==> src/rtl/fpu_sched_pkg.sv <==
// Shared types for the FPU divide/square-root scheduling logic.
package fpu_sched_pkg;

  // FP register-file address width.
  localparam int FPREG_AW = 5;

  // Divsqrt scheduler state.
  typedef enum logic [1:0] {
    IDLE,
    BUSY,
    HOLD
  } divsched_state_t;

endpackage : fpu_sched_pkg

==> src/rtl/fdivsqrt_sched.sv <==
// Issue/writeback scheduler for the single long-latency divide/square-root
// unit. It tracks the pending destination register, stalls dependent decode
// instructions, and shares the W-stage FP write port with pipelined results.
module fdivsqrt_sched
  import fpu_sched_pkg::*;
#(
  parameter int HOLD_LIMIT = 2
) (
  input  logic                clk,
  input  logic                reset_n,
  input  logic [FPREG_AW-1:0] Adr1D,
  input  logic [FPREG_AW-1:0] Adr2D,
  input  logic [FPREG_AW-1:0] Adr3D,
  input  logic                XEnD,
  input  logic                YEnD,
  input  logic                ZEnD,
  input  logic [FPREG_AW-1:0] RdD,
  input  logic                FRegWriteD,
  input  logic                DivStartE,
  input  logic [FPREG_AW-1:0] RdE,
  input  logic                FlushE,
  input  logic                DivDone,
  input  logic                DivAbort,
  input  logic                FRegWriteW,
  output logic                DivIssueE,
  output logic                DivStallE,
  output logic                FPUStallD,
  output logic                DivWriteW,
  output logic [FPREG_AW-1:0] DivRdW,
  output logic                DivBusy
);

  localparam logic [1:0] HOLD_MAX = 2'(HOLD_LIMIT);

  divsched_state_t     state;
  logic [FPREG_AW-1:0] pend_rd;
  logic [1:0]          hold_cnt;

  logic issue;
  logic write;
  logic pend_match;
  logic starve;
  logic active;

  // Hazard detection and write-port arbitration from current state and inputs.
  always_comb begin
    active     = (state != IDLE);
    issue      = (state == IDLE) & DivStartE & ~FlushE & ~DivAbort;
    write      = (state == HOLD) & ~FRegWriteW & ~DivAbort;
    pend_match = ((Adr1D == pend_rd) & XEnD) |
                 ((Adr2D == pend_rd) & YEnD) |
                 ((Adr3D == pend_rd) & ZEnD) |
                 ((RdD   == pend_rd) & FRegWriteD);
    starve     = (state == HOLD) & (hold_cnt == HOLD_MAX);
  end

  // Combinational outputs are forced low while reset is held so that no
  // input can leak a request through before the state is valid.
  always_comb begin
    DivIssueE = reset_n & issue;
    DivStallE = reset_n & DivStartE & active;
    DivWriteW = reset_n & write;
    FPUStallD = reset_n & active & (pend_match | starve);
  end

  assign DivRdW  = pend_rd;
  assign DivBusy = active;

  // Scheduler FSM: issue, wait for the unit, then wait for a free write slot.
  always_ff @(posedge clk or negedge reset_n) begin
    if (!reset_n) begin
      state    <= IDLE;
      pend_rd  <= '0;
      hold_cnt <= '0;
    end else if (DivAbort) begin
      state    <= IDLE;
      hold_cnt <= '0;
    end else begin
      unique case (state)
        IDLE: begin
          if (issue) begin
            pend_rd <= RdE;
            state   <= BUSY;
          end
        end
        BUSY: begin
          if (DivDone) begin
            hold_cnt <= '0;
            state    <= HOLD;
          end
        end
        HOLD: begin
          if (write) begin
            hold_cnt <= '0;
            state    <= IDLE;
          end else if (hold_cnt != HOLD_MAX) begin
            hold_cnt <= hold_cnt + 2'd1;
          end
        end
        default: begin
          state    <= IDLE;
          hold_cnt <= '0;
        end
      endcase
    end
  end

endmodule : fdivsqrt_sched

==> config.mk <==
export PLATFORM = sky130hd
export DESIGN_NAME = fdivsqrt_sched
export DESIGN_NICKNAME = d
export VERILOG_FILES = /design/src/rtl/fpu_sched_pkg.sv /design/src/rtl/fdivsqrt_sched.sv
export SDC_FILE = /design/constraint.sdc
export NUM_CORES = 1
export LEC_CHECK = 0
export ABC_AREA = 1
export CORE_MARGIN = 4
export CORE_UTILIZATION = 35
export CTS_BUF_LIST = sky130_fd_sc_hd__clkbuf_8 sky130_fd_sc_hd__clkbuf_16
export DETAILED_ROUTE_END_ITERATION = 8
export GPL_ROUTABILITY_DRIVEN = 0
export PLACE_DENSITY = 0.81
export SYNTH_ARGS = -nofsm -noshare
export SYNTH_HDL_FRONTEND = slang
export SYNTH_SLANG_ARGS = --single-unit
export TNS_END_PERCENT = 50
==> constraint.sdc <==
create_clock -name clk -period 1.1 [get_ports clk]
set_input_delay 0.22 -clock clk [delete_from_list [all_inputs] [get_ports clk]]
set_output_delay 0.22 -clock clk [all_outputs]
set_load 0.05 [all_outputs]
==> metrics <==
run status=finished with violations; violations in the final reports=setup timing; final worst path period need=1.727 ns; worst min path class=in2async; Root Driver=clkbuf_8; IO Port Bufs=45; Synth Warn #=0; Starting DRT DRC Count=13; FP Rows=17; setup ws final=-0.6267 ns; vias in the first global route=1236; Remaining DRCs=0; Synth Instances=154; total wire length=3555 µm; CTS buffer count=3; Setup TNS=-6.751 ns; Pwr per Cell Area=2084 mW/mm²; Setup crit start kind=input pin; DIE HEIGHT=57.95 µm; number of H-tree branching levels=1; Nets=268; register area share after synthesis=25.79%; CP startpoint=Adr1D[3]; actual slew at the worst max-slew pin=0.2628 ns; Max Buffers Root-to-Sink=2; CP endpoint kind=output pin; r2r endpoint=DivRdW[4]$_DFFE_PN0P_; max-cap check violation count=0; share of layout cells above drive strength 1=41.74%; CTS tree=built; Final Non-Filler Cells=258; LEAKAGE=1.033 nW; Clock Latency Late Sink=0.24 ns; die area=0.003358 mm²; largest cells by area after synthesis=dfrtp_1, nand2_1, inv_1; routed vias/inst=4.868; post-synth top area share=25.79%; Core Region=0.002297 mm²; clock skew=0.0004278 ns; via count=1256; slew margin rel.=82.35%; fin area=0.001972 mm²; Data required, critical path=0.88 ns; R2R cell count=9; Post-Syn Area per Cell=5.671 µm²; maximum vdd ir drop=2.535 mV; Starting Density=38.02%; synthesized cell area=873.3 µm²; placed cell area=0.001698 mm²; Total GRT Usage=20.60%; hold_buf cts=0; num ports=46; clk sinks=9; Overflow after GRT=0; final worst-path cycle share=157.0%; dpl hpwl=2457 µm; fillers=125; Yosys top cell by area=dfrtp_1; Ant. Diodes=0; Crit Path Class=in2out; initial antenna violation count=0; Hold WS=0.2251 ns; Seq cells post-synth=9; RSZ-0062 raised after global routing=yes; Worst-path clk slew=0.05 ns; Syn Nets=191; r2r startpoint=state[0]$_DFFE_PN0P_; R2R setup slack=-0.46 ns; WP data arrival=1.51 ns; P&R area growth vs syn=125.8%; placed insts=247; number of distinct library cells after synthesis=18; global-route wire length before repair=5430 µm; largest net degree at the start of global routing=10; wire per inst=13.78 µm; Die X=57.95 µm; drt first pass iters=4; Setup violations, final=19; final hold vios=0; Max Transition Viols Final=0; antenna-violating nets left=0; Crit Path Max Fanout=2; Highest Clock Rate=0.5791 GHz
## Yosys cell counts, drive strengths merged
library cell,number
o21ai,11
ha,1
nor4,2
inv,32
nand2,65
dfrtp,9
nand3,8
nor2,21
a21oi,2
nand4,2
buf,1
## sequential cells by signal, indices dropped and copies added, names as in the netlist
name      cells
hold_cnt      2
DivRdW        5
state         2
## cells by family (layout without fill, tap and decap cells)
family                     Yosys count  after routing  share of synthesized area (%)
AOI/OAI and AO/OA                   13             13                          10.03
adders and majority gates            1              1                          1.432
buffers and inverters               33            109                          15.04
DFF                                  9              9                          25.79
and+or+nand+nor                     98             98                          47.71
## repair_timing
action | 4_1_cts | 5_1_grt
endpoints found under the setup margin | 19 | 19
cloned | 1 | 0
endpoints found under the hold margin | 0 | 0
pin swaps | 7 | 11
buffers inserted | 4 | 2
resized for setup | 24 | 25
## power by group
group	leakage [nW]	total (W)	switching [W]	internal, W
Clock	0.0255	0.000416	0.000166	0.000250
Sequential	0.109	0.000676	0.000214	0.000462
Combinational	0.899	0.00302	0.00152	0.00150
## critical path, cell delays in order
cell             delay, ns
clkdlybuf4s50_1       0.48
inv_1                 0.05
nand2_1               0.06
nand2_1               0.06
nor2_1                0.16
nand3_1               0.12
nand2_2               0.10
nor2_4                0.04
nor2_4                0.09
buf_12                0.14
## final cells by class
| type | instances | area (µm²) | area share [%] |
|---|---|---|---|
| clock buffer | 3 | 41.29 | 2.094 |
| clock inverter | 1 | 5.005 | 0.2538 |
| inverter | 32 | 130.1 | 6.599 |
| multi-input combinational | 112 | 689.4 | 34.96 |
| sequential | 9 | 232.7 | 11.80 |
| tap | 28 | 35.03 | 1.777 |
| timing repair buffer | 73 | 838.3 | 42.51 |
## through the flow
| step | power [W] | utilization (%) | worst slack (ns) |
|---|---|---|---|
| floorplan | 0.001887 | - | -0.4082 |
| global placement | 0.003031 | 73.91 | -0.5535 |
| detailed placement | 0.003104 | 73.91 | -0.5669 |
| CTS | 0.003828 | 81.64 | -0.5682 |
| global route | 0.004327 | 85.84 | -0.6837 |
| finish | 0.004109 | 85.84 | -0.6267 |
## layout by cell type (no fill, tap or decap)
cell type and instances:
a21oi_2 2, buf_12 11, buf_16 1, buf_4 16
buf_6 10, clkbuf_8 3, clkdlybuf4s50_1 29, clkinv_2 1
dfrtp_1 3, dfrtp_2 6, dlygate4sd2_1 2, dlymetal6s2s_1 4
ha_1 1, inv_1 22, inv_2 6, inv_4 4
nand2_1 50, nand2_2 6, nand2_4 8, nand2_8 1
nand3_1 5, nand3_2 3, nand4_1 1, nand4_4 1
nor2_1 12, nor2_2 5, nor2_4 4, nor4_4 2
o21ai_0 1, o21ai_1 4, o21ai_2 6
## per-layer routing
layer / wire length, µm / GRT usage, % / vias up
met4: 85 / 8.609 / 0
li1: - / - / 618
met5: 0 / 0 / -
met1: 1247 / 20.38 / 583
met2: 1984 / 41.61 / 42
met3: 239 / 2.895 / 13
## how the worst max path moves through the flow
stage	depth (start not counted)	to	slack, ns
after floorplan	8	FPUStallD	-0.41
after global routing	8	FPUStallD	-0.68
after global placement	10	FPUStallD	-0.55
after CTS	9	FPUStallD	-0.57
final	10	FPUStallD	-0.63
after detailed placement	10	FPUStallD	-0.57
(Power assumes the default switching activity.)
